### src/rtl/mips_pkg.sv
// Shared encodings for the memory-access stage.
// FSM state type, word-alignment mask and alignment helper.
package mips_pkg;

  typedef enum logic [1:0] {
    ST_IDLE = 2'd0,
    ST_REQ  = 2'd1,
    ST_RESP = 2'd2
  } mem_state_t;

  localparam logic [31:0] ALIGN_MASK = 32'h0000_0003;

  function automatic logic is_aligned(input logic [31:0] a);
    return (a & ALIGN_MASK) == 32'h0;
  endfunction

endpackage

### src/rtl/mem_timeout_ctr.sv
// Wait counter for outstanding data-memory requests.
// Only instantiated when MEM_TIMEOUT_EN is defined.
module mem_timeout_ctr #(
  parameter int LIMIT = 255
) (
  input  logic clk,
  input  logic rst,
  input  logic clear,
  input  logic inc,
  output logic expired
);

  localparam int CW = $clog2(LIMIT + 1);

  logic [CW-1:0] cnt_q;

  always_ff @(posedge clk) begin
    if (rst || clear) begin
      cnt_q <= '0;
    end else if (inc) begin
      cnt_q <= cnt_q + 1'b1;
    end
  end

  // Fires on the no-ack cycle that brings the count to LIMIT.
  assign expired = inc && (cnt_q == CW'(LIMIT - 1));

endmodule

### src/rtl/mem_access.sv
// Memory-access stage: load/store handshake with data memory.
// Optional request timeout enabled by defining MEM_TIMEOUT_EN.
module mem_access
  import mips_pkg::*;
#(
  parameter int TIMEOUT_CYCLES = 255
) (
  input  logic        clk,
  input  logic        rst,
  input  logic        in_valid,
  output logic        in_ready,
  input  logic [31:0] alu_result,
  input  logic [31:0] store_data,
  input  logic        mem_read,
  input  logic        mem_write,
  output logic        dmem_req,
  output logic        dmem_we,
  output logic [31:0] dmem_addr,
  output logic [31:0] dmem_wdata,
  input  logic        dmem_ack,
  input  logic [31:0] dmem_rdata,
  output logic        out_valid,
  input  logic        out_ready,
  output logic [31:0] out_data,
  output logic        misalign_err,
  output logic        timeout_err
);

  mem_state_t  state_q, state_d;
  logic [31:0] addr_q;
  logic [31:0] wdata_q;
  logic        we_q;
  logic [31:0] data_q;
  logic        mis_q;
  logic        accept;
  logic        is_mem;
  logic        aligned;
  logic        in_req;
  logic        expired;

  assign accept  = in_valid && (state_q == ST_IDLE);
  assign is_mem  = mem_read || mem_write;
  assign aligned = is_aligned(alu_result);
  assign in_req  = (state_q == ST_REQ);

`ifdef MEM_TIMEOUT_EN
  logic tmo_q;

  mem_timeout_ctr #(
    .LIMIT(TIMEOUT_CYCLES)
  ) u_tmo (
    .clk    (clk),
    .rst    (rst),
    .clear  (accept),
    .inc    (in_req && !dmem_ack),
    .expired(expired)
  );

  always_ff @(posedge clk) begin
    if (rst) begin
      tmo_q <= 1'b0;
    end else if (accept) begin
      tmo_q <= 1'b0;
    end else if (in_req && !dmem_ack && expired) begin
      tmo_q <= 1'b1;
    end
  end

  assign timeout_err = tmo_q;
`else
  logic unused_tmo;
  assign unused_tmo  = ^TIMEOUT_CYCLES;
  assign expired     = 1'b0;
  assign timeout_err = 1'b0;
`endif

  always_comb begin
    state_d = state_q;
    unique case (state_q)
      ST_IDLE: begin
        if (accept) begin
          state_d = (is_mem && aligned) ? ST_REQ : ST_RESP;
        end
      end
      ST_REQ: begin
        if (dmem_ack || expired) state_d = ST_RESP;
      end
      ST_RESP: begin
        if (out_ready) state_d = ST_IDLE;
      end
      default: state_d = ST_IDLE;
    endcase
  end

  always_ff @(posedge clk) begin
    if (rst) begin
      state_q <= ST_IDLE;
    end else begin
      state_q <= state_d;
    end
  end

  // Op fields latch on accept and stay put for the whole request.
  always_ff @(posedge clk) begin
    if (rst) begin
      addr_q  <= '0;
      wdata_q <= '0;
      we_q    <= 1'b0;
      data_q  <= '0;
      mis_q   <= 1'b0;
    end else begin
      if (accept) begin
        addr_q  <= alu_result & ~ALIGN_MASK;
        wdata_q <= store_data;
        we_q    <= mem_write;
        mis_q   <= is_mem && !aligned;
        data_q  <= is_mem ? 32'h0 : alu_result;
      end
      if (in_req && dmem_ack) begin
        data_q <= we_q ? addr_q : dmem_rdata;
      end else if (in_req && expired) begin
        data_q <= 32'h0;
      end
    end
  end

  assign in_ready     = (state_q == ST_IDLE);
  assign out_valid    = (state_q == ST_RESP);
  assign dmem_req     = in_req;
  assign dmem_we      = in_req && we_q;
  assign dmem_addr    = addr_q;
  assign dmem_wdata   = wdata_q;
  assign out_data     = data_q;
  assign misalign_err = mis_q;

endmodule

### config.mk
export PLATFORM = sky130hd
export DESIGN_NAME = mem_access
export DESIGN_NICKNAME = d
export VERILOG_FILES = /design/src/rtl/mips_pkg.sv /design/src/rtl/mem_timeout_ctr.sv /design/src/rtl/mem_access.sv
export SDC_FILE = /design/constraint.sdc
export NUM_CORES = 1
export LEC_CHECK = 0
export CORE_ASPECT_RATIO = 0.9
export CORE_MARGIN = 2
export CORE_UTILIZATION = 37
export DETAILED_ROUTE_END_ITERATION = 6
export PLACE_DENSITY = 0.77
export SYNTH_ARGS = -nofsm -noshare
export SYNTH_HDL_FRONTEND = slang
export SYNTH_HIERARCHICAL = 1
export SYNTH_SLANG_ARGS = --single-unit
### constraint.sdc
create_clock -name clk -period 1.4 [get_ports clk]
set_input_delay 0.28 -clock clk [delete_from_list [all_inputs] [get_ports clk]]
set_output_delay 0.28 -clock clk [all_outputs]
set_load 0.05 [all_outputs]
; ---- Word level (Yosys, flattened, before mapping)
; Index checks and enable logic that the tools add are counted.
[totals]
ff_bits = 98
output_inout_bits = 102
elab_cells = 31
[op_classes]
eq_ne = 5
mux = 9
reduce_logical = 11
[op_table]
columns = operator, n
row1 = $mux 32, 4
row2 = $logic_not 32->1, 1
row3 = $mux 2, 4
row4 = $pmux 2 s3, 1
row5 = $logic_and 1x1->1, 5
row6 = $ne 2x1->1 const B, 2
row7 = $reduce_and 3->1, 1
row8 = $eq 2x1->1 const B, 1
row9 = $eq 2x2->1 const B, 1
row10 = $logic_not 2->1, 1
row11 = $ne 2x2->1 const B, 1
row12 = $reduce_bool 2->1, 1
row13 = $logic_not 1->1, 1
row14 = $logic_or 1x1->1, 1

; ---- Logic depth before layout (Yosys ltp)
[depth]
ltp_word = 5
depth_mapped = 5
depth_no_buf = 3

; ---- Worst setup path before layout
; OpenSTA, ideal clock, no wires.
[synth_path]
path_type = register -> output
from = register state_q[0]
to = output port dmem_we
t_arrival_ns = 1.858
required_time_ns = 1.120
slack_ns = -0.738
path_stages_with_launch = 4
path_buffers = 1
cell_sequence = dfxtp_1 > buf_2 > nor2b_1 > and2_1
[synth_between]
elab_chain_cells = 2
[synth_lines]
columns = item, line
row1 = start: declaration, mem_access.sv:29  ; mem_state_t state_q, state_d;
row2 = start signal: assignment, mem_access.sv:99  ; state_q <= state_d;
row3 = $eq 2x1->1, mem_access.sv:44  ; assign in_req = (state_q == ST_REQ);
row4 = named net dmem_req, mem_access.sv:16  ; output logic dmem_req,
row5 = $logic_and 1x1->1, mem_access.sv:130  ; assign dmem_we = in_req && we_q;
row6 = end: declaration, mem_access.sv:17  ; output logic dmem_we,
; The timed path passes the listed nets, and every way through them passes these cells.

; ---- Worst setup path after layout
[layout_path]
from = register state_q[0]
to = register data_q[18] (netlist: out_data[18])
[layout_between]
elab_chain_cells = 3
[layout_lines]
columns = item, line
row1 = $eq 2x1->1 / $logic_not 2->1 (equally long branches), "mem_access.sv:44, mem_access.sv:41"
row2 = "$logic_and 1x1->1, on equally long branches", "mem_access.sv:119, mem_access.sv:41"
row3 = $mux 32 / $reduce_bool 2->1 (equally long branches), n/a
row4 = end signal: assignment, mem_access.sv:117  ; data_q <= is_mem ? 32'h0 : alu_result;
row5 = end signal: assignment, mem_access.sv:120  ; data_q <= we_q ? addr_q : dmem_rdata;
row6 = end: declaration, mem_access.sv:33  ; logic [31:0] data_q;
; Parallel ways exist; a longest one is shown, timed or not.
; A chain may end at the register's enable or synchronous reset.

==> results by group <==
STA
  • Final Hold Fails: 0
  • Tmin final: ~1.6 ns
  • RSZ-0062 raised after global routing: yes
  • Clk_skew: 0.00805 ns
  • Final WS setup: -0.216 ns
  • Final Cycle Share: 115%
  • Fmax: approximately 620 MHz
  • Final setup violation count: 96
  • Final Max Tran Viols: 0
  • Setup TNS Final: -5.97 ns

Die
  • Die area: 12,200 µm²
  • Core area: ~11,000 µm²
  • Height of the chip: between 100 and 150 µm
  • Die width: 116 µm
  • Rows: 36
  • Initial Utilization: 38.3%
  • Number of placed I/O pins: just over 200

Outcome
  • Status: finished with violations
  • Violated checks: setup timing

CTS
  • Clock Path Buffers: 2
  • # clock sinks: between 90 and 100
  • # H-tree levels: 3
  • CTS tree: done
  • CTS Root Cell: clkbuf_16
  • Clk Latency, worst-skew pair: 0.34 ns
  • TritonCTS Buffers: 9
  • Clk pin slew, worst setup/hold paths: about 0.070 ns

Layout
  • Share of layout cells above drive strength 1: about two fifths
  • Final Util: between 80% and 90%
  • Final instance area: around 9000 µm²
  • Area grow syn2layout: 113%
  • Final #Nets: around 850
  • Fillcell total: 630
  • Number of diodes: 0

Worst setup path
  • WP data required: between 1.5 and 2 ns
  • WS Path Type: reg2reg
  • Crit path capture: out_data[18]
  • Crit-path slowest cell: dfxtp_2
  • Nature of the critical path startpoint: flop
  • Worst path cell trace: buf_6 -> buf_4 -> and3b_2 -> clkbuf_16 -> nand2_1 -> a311oi_1
  • Worst setup EP type: flop
  • Worst-path fanout max: 5
  • CP delay by family, top: buffers and inverters
  • Crit-path max cell delay: around 0.35 ns
  • R2r startpoint: state_q[0]
  • FF-to-FF setup slack: -0.22 ns
  • Crit path from: state_q[0]
  • Crit path DAT: 1.83 ns
  • Reg2Reg Depth: 6
  • Worst path bufs/invs: 3
  • Crit path depth: 6
  • RR Endpoint: out_data[18]

Detailed routing
  • DRC: 0
  • WL final: roughly 18,000 µm
  • Avg WL per Cell: ~20 µm
  • Vias per Instance: roughly 5.4
  • DR vias: roughly 4,900
  • Detailed Routing Iterations Pass 1: 7
  • Iter 0 DRT Violations: 325
  • Remaining antenna violation count: 0

Global routing
  • First-pass GRT wire length: roughly 23,000 µm
  • Grt ovf: 0
  • Largest net degree at the start of global routing: 45
  • Vias in the first global route: ~4,700
  • Initial antenna violation count: 0
  • Gr usage total: between 20% and 30%

Synthesis
  • Syn avg cell area: between 8 and 9 µm²
  • Cells after Synth: between 500 and 600
  • Most frequent cells after synthesis: nand2_1, dfxtp_1, a21oi_1
  • Mux share of post-synthesis cell area: 6.14%
  • Cell with the most instances after synthesis: nand2_1
  • Synth Warn #: 6
  • Synthesized area: ~4200 µm²
  • Share of the synthesized area in the top cell type: between 40% and 50%
  • Cell taking the most area after synthesis: dfxtp_1
  • #FFs+latches synth: between 90 and 100
  • Synth Area in Simple Gates: 19.7%
  • Post-synthesis compound-gate area fraction: a little over a fifth
  • Main synth FF type: dfxtp_1
  • Post-Synth XOR/XNOR Area: 0%
  • Sequential area share after synthesis: ~47%
  • Distinct cells, synth: 33
  • EDFF count, synth: 0
  • Synth Area in Adders: 0%
  • Ys async rst share: 0%
  • Largest family of logic cells by synthesized area: compound AO/OA/AOI/OAI gates
  • Synth area leaders: dfxtp_1, nand2_1, a21oi_1, mux2_2, a311oi_1

Place
  • Placed instance area: about 7500 µm²
  • Place WS: -0.583 ns
  • Number of port buffers: ~200
  • Detail Placement HPWL: between 10,000 and 15,000 µm
  • Placer congestion estimate: 0.847

Pwr
  • Leakage: between 3 and 4 nW
  • Power Density: around 1100 nW/µm²
  • Worst vdd ir: approximately 790 µV

Hold path
  • Hold Crit Class: in2reg

Run
  • Maximum Capacitance Violations: 0
how the worst min path moves through the flow:
stage / startpoint / to / slack (ns) / cells past startpoint
final: rst / out_data[1] / 0.30 / 2
after global routing: rst / out_data[1] / 0.31 / 2
after CTS: rst / misalign_err / 0.26 / 2
after detailed placement: dmem_wdata[5] / dmem_wdata[5] / 0.48 / 2
after global placement: dmem_wdata[8] / dmem_wdata[8] / 0.48 / 2
after floorplan: mem_write / we_q / 0.42 / 2
cells by family (layout without fill, tap and decap cells):
family / count (synthesis) / count (layout)
and+or+nand+nor: 196 / 197
AOI/OAI and AO/OA: 145 / 145
DFF: 98 / 98
buffers and inverters: 59 / 287
muxes: 23 / 23
other: 1 / 3
layout make-up:
| class | instances | area, µm² | area share, % |
|---|---|---|---|
| Sequential cell | 98 | 1970 | 22.0 |
| Tap cell | 152 | 190 | 2.13 |
| Clock inverter | 4 | 75.1 | 0.839 |
| Clock buffer | 12 | 246 | 2.76 |
| Timing Repair Buffer | 261 | 3910 | 43.7 |
| Inverter | 10 | 41.3 | 0.462 |
| Multi-Input combinational cell | 368 | 2520 | 28.1 |
worst register-to-register path, delay by kind of cell, from the launching register on:
family,cells,cell delay [ns]
AOI/OAI and AO/OA,1,0.35
buffers and inverters,3,0.43
DFF,1,0.35
and+or+nand+nor,2,0.37
per-layer routing:
layer | global-route usage (%) | vias to the layer above | part of all wire (%)
met2 | 40.3 | 207 | 50
li1 | - | 2261 | -
met1 | 27.7 | 2403 | 40
met5 | 0 | - | 0
met3 | 6.50 | 41 | 6.6
met4 | 7.74 | 0 | 3.0
registers in the layout, indices dropped and copies added (netlist names):
register and cells:
out_data 32, state_q 2, misalign_err 1, dmem_wdata 32, dmem_addr 30, we_q 1
stage by stage:
step	power, W	hold WS, ns	cells
5_1_grt	0.00983	0.311	905
3_5_place_dp	0.00626	0.485	861
2_1_floorplan	0.00464	0.416	524
3_3_place_gp	0.00620	0.479	861
6_report	0.00954	0.298	905
4_1_cts	0.00898	0.259	881
timing repair:
item / 4_1_cts / 5_1_grt
pin swaps: 5 / 18
endpoints found under the setup margin: 99 / 100
cloned: 0 / 19
gates resized for setup: 40 / 127
hold buffers: 0 / 0
buffers inserted: 4 / 6
placed cells by master (no fill, tap or decap), drive strengths merged, types with 3 or more instances in the layout:
cell	Yosys	final
o21ai	5	5
a311oi	20	20
a32oi	3	3
clkinvlp	0	3
buf	22	146
nor3	3	3
clkdlybuf4s50	0	99
nor2	5	5
inv	10	9
clkbuf	27	26
dfxtp	98	98
a2111oi	9	9
a21oi	96	96
conb	1	3
a211oi	9	9
nand2	147	147
nor2b	12	12
mux2	22	22
nand3	20	20
power by group:
part | switching (W) | internal [W] | total [W] | leakage (nW)
logic | 0.00180 | 0.00179 | 0.00359 | 2.38
registers | 0.000265 | 0.00301 | 0.00328 | 0.808
clock network | 0.00105 | 0.00162 | 0.00267 | 0.149
Note: power is estimated with default switching activity, not from simulation.
